## src/rtl/pipelined_alu_unit.sv

```systemverilog
// rtl/pipelined_alu_unit.sv - registered EXE-stage ALU with handshakes, NZCV status register and iterative MUL
//
// Purpose: one operation in flight at a time. Single-cycle ops finish at the accept
// edge; MUL runs a shift-add loop for WIDTH cycles. The result is held in DONE until
// the consumer takes it, and only then are the flags committed to status_reg.
//
// Ports:
//   clk, rst          rising-edge clock, asynchronous active-low reset
//   in_valid/in_ready operation handshake (in_ready only in IDLE)
//   val1, val2        WIDTH-bit operands
//   exe_cmd           4-bit operation code
//   s_upd             commit this op's flags to status_reg on completion
//   out_valid/out_ready result handshake
//   alu_res           registered result
//   status_bits       {N,Z,C,V} of alu_res
//   status_reg        committed {N,Z,C,V}; C feeds ADC/SBC
//   busy              high while the multiply loop runs
module pipelined_alu_unit #(
  parameter int WIDTH  = 32,
  parameter bit MUL_EN = 1'b1
) (
  input  logic             clk,
  input  logic             rst,
  input  logic             in_valid,
  output logic             in_ready,
  input  logic [WIDTH-1:0] val1,
  input  logic [WIDTH-1:0] val2,
  input  logic [3:0]       exe_cmd,
  input  logic             s_upd,
  output logic             out_valid,
  input  logic             out_ready,
  output logic [WIDTH-1:0] alu_res,
  output logic [3:0]       status_bits,
  output logic [3:0]       status_reg,
  output logic             busy
);

  localparam int MSB = WIDTH - 1;
  localparam int CW  = $clog2(WIDTH);

  localparam logic [3:0] CMD_MOV = 4'b0001;
  localparam logic [3:0] CMD_MVN = 4'b1001;
  localparam logic [3:0] CMD_ADD = 4'b0010;
  localparam logic [3:0] CMD_ADC = 4'b0011;
  localparam logic [3:0] CMD_SUB = 4'b0100;
  localparam logic [3:0] CMD_SBC = 4'b0101;
  localparam logic [3:0] CMD_AND = 4'b0110;
  localparam logic [3:0] CMD_ORR = 4'b0111;
  localparam logic [3:0] CMD_EOR = 4'b1000;
  localparam logic [3:0] CMD_MUL = 4'b1010;

  typedef enum logic [1:0] {IDLE, MUL_RUN, DONE} state_t;

  state_t state_q, state_d;

  logic             started_q;   // low during reset, so in_ready stays low until the first edge after release
  logic             s_upd_q;
  logic [CW-1:0]    count_q;
  logic [WIDTH-1:0] mcand_q;
  logic [WIDTH-1:0] mplier_q;
  logic [WIDTH-1:0] acc_q;
  logic [WIDTH-1:0] acc_next;
  logic [WIDTH-1:0] alu_res_q;
  logic [3:0]       status_bits_q;
  logic [3:0]       status_reg_q;

  logic             accept;
  logic             is_mul;
  logic             mul_last;
  logic [WIDTH:0]   ext;
  logic             c_flag;
  logic             v_flag;
  logic [WIDTH-1:0] res_d;
  logic [3:0]       flags_d;
  logic             c_in;

  assign c_in     = status_reg_q[1];
  assign is_mul   = MUL_EN && (exe_cmd == CMD_MUL);
  assign accept   = in_valid && in_ready;
  assign mul_last = (count_q == CW'(WIDTH - 1));

  // Single-cycle datapath; arithmetic is done one bit wider so bit WIDTH is carry/borrow.
  always_comb begin
    ext    = '0;
    c_flag = 1'b0;
    v_flag = 1'b0;
    case (exe_cmd)
      CMD_MOV: ext = {1'b0, val2};
      CMD_MVN: ext = {1'b0, ~val2};
      CMD_ADD: begin
        ext    = {1'b0, val1} + {1'b0, val2};
        c_flag = ext[WIDTH];
        v_flag = (val1[MSB] == val2[MSB]) && (ext[MSB] != val1[MSB]);
      end
      CMD_ADC: begin
        ext    = {1'b0, val1} + {1'b0, val2} + {{WIDTH{1'b0}}, c_in};
        c_flag = ext[WIDTH];
        v_flag = (val1[MSB] == val2[MSB]) && (ext[MSB] != val1[MSB]);
      end
      CMD_SUB: begin
        ext    = {1'b0, val1} - {1'b0, val2};
        c_flag = ext[WIDTH];
        v_flag = (val1[MSB] != val2[MSB]) && (ext[MSB] != val1[MSB]);
      end
      CMD_SBC: begin
        ext    = {1'b0, val1} - {1'b0, val2} - {{WIDTH{1'b0}}, ~c_in};
        c_flag = ext[WIDTH];
        v_flag = (val1[MSB] != val2[MSB]) && (ext[MSB] != val1[MSB]);
      end
      CMD_AND: ext = {1'b0, val1 & val2};
      CMD_ORR: ext = {1'b0, val1 | val2};
      CMD_EOR: ext = {1'b0, val1 ^ val2};
      default: ext = '0;
    endcase
    res_d   = ext[WIDTH-1:0];
    flags_d = {res_d[MSB], (res_d == '0), c_flag, v_flag};
  end

  // One shift-add step: add the shifted multiplicand when the current multiplier bit is set.
  always_comb begin
    acc_next = acc_q + (mplier_q[0] ? mcand_q : '0);
  end

  // State register
  always_ff @(posedge clk or negedge rst) begin
    if (!rst) state_q <= IDLE;
    else      state_q <= state_d;
  end

  // Next-state logic
  always_comb begin
    state_d = state_q;
    case (state_q)
      IDLE:    if (accept) state_d = is_mul ? MUL_RUN : DONE;
      MUL_RUN: if (mul_last) state_d = DONE;
      DONE:    if (out_ready) state_d = IDLE;
      default: state_d = IDLE;
    endcase
  end

  // Output logic
  always_comb begin
    in_ready  = (state_q == IDLE) && started_q;
    out_valid = (state_q == DONE);
    busy      = (state_q == MUL_RUN);
  end

  // Datapath registers
  always_ff @(posedge clk or negedge rst) begin
    if (!rst) begin
      started_q     <= 1'b0;
      s_upd_q       <= 1'b0;
      count_q       <= '0;
      mcand_q       <= '0;
      mplier_q      <= '0;
      acc_q         <= '0;
      alu_res_q     <= '0;
      status_bits_q <= '0;
      status_reg_q  <= '0;
    end else begin
      started_q <= 1'b1;
      case (state_q)
        IDLE: begin
          if (accept) begin
            s_upd_q <= s_upd;
            if (is_mul) begin
              mcand_q  <= val1;
              mplier_q <= val2;
              acc_q    <= '0;
              count_q  <= '0;
            end else begin
              alu_res_q     <= res_d;
              status_bits_q <= flags_d;
            end
          end
        end
        MUL_RUN: begin
          acc_q    <= acc_next;
          mcand_q  <= mcand_q << 1;
          mplier_q <= mplier_q >> 1;
          count_q  <= count_q + CW'(1);
          // The product only reaches alu_res on the last step.
          if (mul_last) begin
            alu_res_q     <= acc_next;
            status_bits_q <= {acc_next[MSB], (acc_next == '0), 2'b00};
          end
        end
        DONE: begin
          if (out_ready && s_upd_q) status_reg_q <= status_bits_q;
        end
        default: ;
      endcase
    end
  end

  assign alu_res     = alu_res_q;
  assign status_bits = status_bits_q;
  assign status_reg  = status_reg_q;

endmodule

```

## config.mk

```make
export PLATFORM = sky130hd
export DESIGN_NAME = pipelined_alu_unit
export DESIGN_NICKNAME = d
export VERILOG_FILES = /design/src/rtl/pipelined_alu_unit.sv
export SDC_FILE = /design/constraint.sdc
export NUM_CORES = 1
export LEC_CHECK = 0
export ABC_AREA = 0
export ABC_CLOCK_PERIOD_IN_PS = 4800
export BUFFER_PORTS_ARGS = -buffer_cell sky130_fd_sc_hd__buf_4
export CAP_MARGIN = 5
export CORE_UTILIZATION = 34
export DETAILED_ROUTE_END_ITERATION = 10
export GPL_ROUTABILITY_DRIVEN = 0
export GPL_TIMING_DRIVEN = 0
export SKIP_CTS_REPAIR_TIMING = 1
export SLEW_MARGIN = 25
export SYNTH_ARGS = -nofsm -noshare
export SYNTH_HDL_FRONTEND = slang
export SYNTH_SLANG_ARGS = --single-unit
```

## constraint.sdc

```tcl
create_clock -name clk -period 4.8 [get_ports clk]
set_input_delay 0.96 -clock clk [delete_from_list [all_inputs] [get_ports clk]]
set_output_delay 0.96 -clock clk [all_outputs]
set_load 0.02 [all_outputs]
```

Word level (Yosys, flattened, before mapping)
Cells that the tools add are included.
{"block": "totals", "register_bits": 145, "inputBits": 73, "out_inout_bits": 43, "word_cells": 90}
{"block": "op_classes", "n_addsub": 6, "n_eq_ne": 24, "muxes": 29, "bitwise_logic": 5, "n_reduce_logical": 16}
{"operator": "$mux 32", "count": 10}
{"operator": "$pmux 32 s9", "count": 1}
{"operator": "$pmux 32 s2", "count": 4}
{"operator": "$logic_not 32->1", "count": 2}
{"operator": "$add 32x32->33", "count": 1}
{"operator": "$add 33x1->33", "count": 1}
{"operator": "$sub 32x32->33", "count": 1}
{"operator": "$sub 33x1->33", "count": 1}
{"operator": "$add 32x32->32", "count": 1}
{"operator": "$and 32x32->32", "count": 1}
{"operator": "$not 32->32", "count": 1}
{"operator": "$or 32x32->32", "count": 1}
{"operator": "$xor 32x32->32", "count": 1}
{"operator": "$eq 4x3->1 const B", "count": 4}
{"operator": "$eq 4x4->1 const B", "count": 3}
{"operator": "$mux 4", "count": 3}
{"operator": "$mux 5", "count": 2}
{"operator": "$pmux 5 s2", "count": 1}
{"operator": "$eq 4x2->1 const B", "count": 2}
{"operator": "$mux 2", "count": 4}
{"operator": "$pmux 1 s4", "count": 2}
{"operator": "$pmux 4 s2", "count": 1}
{"operator": "$logic_and 1x1->1", "count": 7}
{"operator": "$ne 2x2->1 const B", "count": 3}
{"operator": "other kinds (15)", "count": 22}

Depth between registers and ports, before layout
Gate-level depths: netlist (run 1).
{"block": "logic_depth", "ltp_word": 8, "depth_mapped": 19, "ltp_nobuf": 19}

Worst setup path before layout (run 1)
No wires, ideal clock.
{"block": "synth_path", "path_kind": "input to register", "from": "input port val1[0]", "to": "register status_bits_q[2], in the netlist status_bits[2]", "setup_ns": 0.065, "arrival_time_ns": 5.149, "required_time_ns": 4.735, "path_slack_ns": -0.414, "stages": 15, "n_path_buf": 0, "cell_sequence": "ha_1 > fa_1 > a21o_1 > a22oi_1 > o22ai_1 > o311ai_1 > nand4_1 > nor4_1 > nand2_1 > xor2_1 > o221ai_1 > nor4_1 > or4b_1 > nor4_1 > a211o_1"}
{"block": "synth_between", "elab_chain_cells": 7, "word_cells_on_any_way": 12, "cone_classes": "add/sub (4); mux (4); bitwise (3); reduce/logical (1)"}
{"element": "start: declaration", "line_no": "26", "source": "input logic [WIDTH-1:0] val1,"}
{"element": "$sub 32x32->33 / $add 32x32->33 (equally long branches)"}
{"element": "$sub 33x1->33 / $add 33x1->33 (equally long branches)", "line_no": "106, 96"}
{"element": "$pmux 32 s9 (*)", "line_no": "87", "source": "case (exe_cmd)"}
{"element": "$logic_not 32->1 (*)", "line_no": "116", "source": "flags_d = {res_d[MSB], (res_d == '0), c_flag, v_flag};"}
{"element": "$mux 4 (*)", "line_no": "166", "source": "if (is_mul) begin"}
{"element": "$mux 4 (*)", "line_no": "164", "source": "if (accept) begin"}
{"element": "$pmux 4 s2 (*)", "line_no": "162", "source": "case (state_q)"}
{"element": "end signal: assignment", "line_no": "173", "source": "status_bits_q <= flags_d;"}
{"element": "end signal: assignment", "line_no": "185", "source": "status_bits_q <= {acc_next[MSB], (acc_next == '0), 2'b00};"}
{"element": "end: declaration", "line_no": "64", "source": "logic [3:0] status_bits_q;"}
Every way passes the cells marked *; elsewhere a longest branch is shown, timed or not. The select of a mux whose other input is x is not followed.
A chain may end at the register's enable or synchronous reset.

Final worst setup path (run 1)
{"block": "layout_path", "from": "input port val2[0]", "to": "register status_bits_q[2], in the netlist status_bits[2]"}
{"block": "layout_between", "elab_chain_cells": 7, "word_cells_on_any_way": 13, "cone_classes": "add/sub (4); mux (4); bitwise (4); reduce/logical (1)"}
{"element": "start: declaration", "line_no": "27", "source": "input logic [WIDTH-1:0] val2,"}
{"element": "$sub 32x32->33 / $add 32x32->33 (equally long branches)"}
{"element": "$sub 33x1->33 / $add 33x1->33 (equally long branches)", "line_no": "106, 96"}
{"element": "$pmux 32 s9 (*)", "line_no": "87"}
{"element": "$logic_not 32->1 (*)", "line_no": "116"}
{"element": "$mux 4 (*)", "line_no": "166"}
{"element": "$mux 4 (*)", "line_no": "164"}
{"element": "$pmux 4 s2 (*)", "line_no": "162"}
Marked as above.

==> impl_metrics.ini, run 1 <==
[run_status]
status = complete, but fails checks
violations = negative setup slack

[setup_path]
setup.worst_path.class = primary input to register
required_ps = 5210
worst_path_most_repeated_cell = buf_6
max_stage_delay_ps = 410
startpoint_type = primary input
path_cells = buf_12, ha_4, fa_2, a21o_4, a22oi_2, buf_4, o31a_1, nand4b_1, buf_6, nor3_4, nand4_1, buf_6, nor4_4, buf_4, buf_6, nand4_1, xor2_1, a221o_1, or3_1, nor4_2, a211o_1
timing.critical_path.buf_inv = 6
path_max_fanout = 6
critical-path-top-delay-family = simple AND/OR/NAND/NOR gates
arrival_ps = 5480
critPathCaptureType = register
worst_path_max_delay_cell = a221o_1

[sta]
worst_slack_ps = -277
holdWs_ps = 429
maxSlewViolCount = 0
rsz0062_at_grt = true
slew_headroom_pct = 23.2
fin_crit_sh_pct = 106
fmax_mhz = 197
hold_viol = 0
fin_skew_ps = 13.5
worst_slew_pin_slew_ps = 1150
setup_violations = 1
min_period_ps = 5080

[layout]
syn_to_final_growth_pct = 21.7
nets = 2494
antenna_cells = 0
mostFrequentLayoutCell = nand2_1
final_cell_mix = nand2_1, nor2_1, buf_4
fin_area_sq_mm = 0.0194
fin_cells = 2895
drive_gt1_share_pct = 16.6

[global_routing]
use_met3_pct = 4.54
grt_max_degree = 85
track_usage_pct = 26.9
grt_pass1_wl_um = 97400
met1_usage_pct = 34.9
grt_busiest_layer = met2
antenna_found_initial = 0
grt_pass1_vias = 16400
grt_remaining_overflow = 0
gr-usage-met2_pct = 43.2

[logic_synthesis]
syn_inst = 2104
yosysUniqueCellTypes = 86
synth-seq-cells = 144
synth_area_per_cell_sq_um = 7.58
ys_async_sr_fraction_pct = 100
syn_nets = 2316
ys.flop_type = dfrtp_1
ys_seq_area_share_pct = 22.6
ys_warn_count = 0
syn_area_sq_mm = 0.0159
synth_edf_count = 0

[route]
drc = 0
vias = 17700
via_per_inst = 6.11
wl_per_cell_um = 22.8
drtIter0Drc = 1822
wirelength_um = 65900
drt_pass1_iterations = 7
final_antenna_net_count = 0

[min_path]
hp-class = primary input to asynchronous set/reset pin

[clocking]
clkLatencyLatePin_ps = 470
cts.sinks = 144
cts_tree = yes
htreeDepth = 4
root_buffer = clkbuf_16
clockBufferDepth = 2
path_clk_slew_ps = 70
cts_buffers = 17

[placed_design]
numPortBuffers = 115
placed_area_sq_mm = 0.0177
dp_cells = 2822
dp_hpwl_um = 51500

[floorplanning]
start_util_pct = 34.8
die-height_um = 219
die-area_sq_mm = 0.0478
core_area_sq_mm = 0.0458
rows = 78
die_w_um = 219
ios = 116

[power_and_ir_drop]
power.density_mw_per_mm2 = 427
cellLeakagePower_nw = 8.45
peakVddDrop_mv = 0.299

[job]
maxCapViolations = 0
-- routing by layer --
layer	vias to the layer above	wire [um]
met4	0	3410
met1	8516	26400
met5	-	0
met3	213	6130
met2	966	30000
li1	7995	-
-- logic make-up (layout without fill, tap and decap cells) --
| family | Yosys count | in the layout | share of synthesized area, % |
|---|---|---|---|
| muxes | 26 | 26 | 1.73 |
| adders and majority gates | 139 | 139 | 11.0 |
| xor gates and xnor gates | 147 | 147 | 8.29 |
| buffers and inverters | 234 | 425 | 5.67 |
| and+or+nand+nor | 782 | 782 | 23.8 |
| AOI/OAI and AO/OA | 631 | 631 | 26.8 |
| DFF | 144 | 144 | 22.6 |
| other | 1 | 1 | 0.0235 |
-- layout make-up --
class	instances	area, sq um
timing repair buffer	162	1290
clock inverter	14	136
inverter	111	423
multi-input combinational	1726	12300
buffer	120	523
fill	4566	26400
sequential	144	3600
tap	600	751
clock buffer	18	429
-- power by group --
group / internal (mW) / total [mW] / switching, mW
clock: 0.691 / 1.36 / 0.672
sequential: 1.69 / 2.03 / 0.332
combinational: 1.99 / 4.89 / 2.90
-- path summary, 6_finish.rpt --
path | from | endpoint | slack [ps] | cells past startpoint
max | val2[0] | status_bits[2] | -280 | 21
min | rst | alu_res[4] | 430 | 1
max reg2reg | mplier_q[0] | status_bits[2] | -200 | 16
min reg2reg | alu_res[11] | alu_res[11] | 480 | 2
max in group asynchronous | rst | mplier_q[22] | 3560 | 2
min in group clk | alu_res[11] | alu_res[11] | 480 | 2
-- per-stage QoR --
step	setup WS (ps)	util (%)	total power, mW	setup TNS (ps)
detailed placement	-1870	38.8	6.63	-19040
global placement	-1920	38.6	6.52	-19470
finish	-277	42.4	8.28	-277
floorplan	4.05	-	5.34	0
global route	-400	42.4	8.83	-759
CTS	-1430	40.0	8.01	-9800
-- synth_stat cells (all sizes together), types with 12 or more instances --
cell type / number / area [sq um]
a211o: 13 / 114
a211oi: 22 / 165
a21o: 48 / 360
a21oi: 129 / 646
a221oi: 21 / 184
a22o: 20 / 175
a22oi: 15 / 113
a31oi: 74 / 463
and2: 49 / 307
and3: 15 / 93.8
buf: 21 / 104
clkbuf: 102 / 383
dfrtp: 144 / 3600
ha: 136 / 1700
inv: 111 / 417
mux2: 13 / 146
mux2i: 13 / 130
nand2: 275 / 1030
nand2b: 23 / 144
nand3: 44 / 225
nand4: 27 / 169
nor2: 176 / 661
nor2b: 17 / 106
nor3: 48 / 250
nor4: 26 / 194
o211ai: 26 / 205
o21a: 14 / 105
o21ai: 106 / 531
o21bai: 13 / 97.6
o221ai: 12 / 105
o22ai: 19 / 119
o31ai: 14 / 105
or2: 15 / 93.8
or3: 20 / 125
xnor2: 85 / 744
xor2: 60 / 533
No activity file was read; power rests on OpenSTA's default activity.
==> run 2: changes to the inputs <==
--- a/config.mk
+++ b/config.mk
@@ -6,7 +6,7 @@
 export NUM_CORES = 1
 export LEC_CHECK = 0
 export ABC_AREA = 0
-export ABC_CLOCK_PERIOD_IN_PS = 4800
+export ABC_CLOCK_PERIOD_IN_PS = 5600
 export BUFFER_PORTS_ARGS = -buffer_cell sky130_fd_sc_hd__buf_4
 export CAP_MARGIN = 5
 export CORE_UTILIZATION = 34
==> constraint.sdc (replaced) <==
create_clock -name clk -period 5.6 [get_ports clk]
set_input_delay 1.12 -clock clk [delete_from_list [all_inputs] [get_ports clk]]
set_output_delay 1.12 -clock clk [all_outputs]
set_load 0.02 [all_outputs]
==> run 2 against run 1 <==
  * The flow now finishes without violations
  * Final cell count down 0.66%
  * Highest routed layer unchanged
  * Combinational power down 17%
  * Core utilization down 1.4 points
  * Largest power group unchanged
  * Critical path depth shrank 3
  * First-iteration DRC count down 4.3%
  * Die area is the same
  * Non-clock buffer count down 18
  * Clock power decreased by 9.6%
  * Global-route usage shrank 0.10 points
  * Flip-flop and latch count unchanged
==> impl_metrics.ini, run 2 (synthesized netlist as in run 1, its figures left out) <==
[run_status]
status = finished, final reports clean

[clocking]
htreeDepth = 4
path_clk_slew_ps = 70
cts_buffers = 17
root_buffer = clkbuf_16
clockBufferDepth = 2
cts_tree = yes
cts.sinks = 144
clkLatencyLatePin_ps = 480

[global_routing]
grt_pass1_wl_um = 97200
track_usage_pct = 26.8
grt_pass1_vias = 16400
grt_remaining_overflow = 0
grt_max_degree = 84
antenna_found_initial = 0

[layout]
nets = 2476
syn_to_final_growth_pct = 17.6
drive_gt1_share_pct = 13.0
n_fill_cell = 4612
final_cell_mix = nand2_1, nor2_1, buf_4, dfrtp_1, ha_1
antenna_cells = 0
mostFrequentLayoutCell = nand2_1

[route]
wl_per_cell_um = 22.7
wirelength_um = 65200
final_antenna_net_count = 0
via_per_inst = 6.08
drt_pass1_iterations = 8
drtIter0Drc = 1743
vias = 17500
drc = 0

[floorplanning]
die_w_um = 219
core_area_sq_mm = 0.0458
rows = 78
ios = 116
die-height_um = 219
die-area_sq_mm = 0.0478
start_util_pct = 34.8

[sta]
worst_slew_pin_slew_ps = 1170
worst_slack_ps = 82.2
maxSlewViolCount = 0
setup_violations = 0
holdWs_ps = 480
fin_skew_ps = 14.6
fin_crit_sh_pct = 98.5
slew_headroom_pct = 21.7
fmax_mhz = 181
hold_viol = 0
min_period_ps = 5520

[power_and_ir_drop]
peakVddDrop_mv = 0.253
cellLeakagePower_nw = 8.24
power.density_mw_per_mm2 = 376

[setup_path]
required_ps = 6010
arrival_ps = 5930
path_max_fanout = 6
critPathCaptureType = register
ff2ff_setup_slack_ps = 600
r2r-end = status_bits[2]
r2r_start = mplier_q[0]
startpoint_type = primary input
setup.worst_path.class = primary input to register
worst-r2r-cell-count = 17

[job]
maxCapViolations = 0

[min_path]
hp-start = alu_res[11]
hp-class = register to register
hold_path_depth = 2
whs_endpoint = alu_res[11]

[placed_design]
dp_slack_ps = -1470
numPortBuffers = 115
dp_hpwl_um = 51000
-- run 2: cell count changes in the layout (fill, tap and decap cells not counted), sizes merged --
cell and change:
clkinv +1, buf -21, inv -3, clkbuf +2, bufinv +2
-- run 2: routing by layer --
| metal | vias up | GRT usage [%] | part of all wire (%) |
|---|---|---|---|
| met5 | - | 0 | 0 |
| met3 | 184 | 4.15 | 9.9 |
| met4 | 0 | 12.8 | 5.0 |
| li1 | 7937 | - | - |
| met2 | 971 | 43.6 | 46 |
| met1 | 8390 | 34.6 | 40 |
-- run 2: layout make-up --
| class | instances | area, sq um | share of cell area (%) |
|---|---|---|---|
| clock buffer | 17 | 425 | 2.27 |
| sequential | 144 | 3600 | 19.2 |
| clock inverter | 14 | 173 | 0.920 |
| buffer | 122 | 493 | 2.63 |
| multi-input combinational | 1726 | 11800 | 62.9 |
| inverter | 111 | 417 | 2.22 |
| tap | 600 | 751 | 4.00 |
| timing repair buffer | 142 | 1090 | 5.82 |
-- run 2: critical path, stage by stage --
cell	delay, ps
buf_4	140
ha_2	210
fa_2	410
a21o_1	230
a22oi_2	440
o21ai_0	360
xnor2_1	350
and4_1	260
nand4_1	140
buf_4	220
o31ai_1	230
a21oi_1	100
a211o_1	360
nor4_2	270
nand4_1	150
or4b_1	550
nor4_2	230
a211o_1	130
-- run 2: worst max-delay path by stage --
stage            start        endpoint  slack [ps]  cells past startpoint
6_report       val2[0]  status_bits[2]          80                     18
3_3_place_gp   val2[0]  status_bits[2]       -1400                     16
5_1_grt        val2[0]  status_bits[2]         -80                     18
4_1_cts        val2[0]  status_bits[2]        -990                     16
2_1_floorplan  val1[0]  status_bits[2]         230                     15
3_5_place_dp   val2[0]  status_bits[2]       -1470                     16
-- run 2: per-stage QoR --
stage               TNS [ps]  total power [mW]  util [%]  cell area (sq um)  instances
floorplan                  0              4.56         -              15900       2104
CTS                    -4420              6.91      39.8              18200       2853
global route           -82.5              7.56      41.0              18800       2876
detailed placement    -11360              5.65      38.5              17600       2822
finish                     0              7.05      41.0              18800       2876
global placement      -10440              5.57      38.4              17600       2819
-- run 2: report_power, final --
part           leakage [nW]  switching (mW)  internal [mW]
logic                  6.23            2.43           1.65
clock network         0.288           0.560          0.671
registers              1.72           0.284           1.45
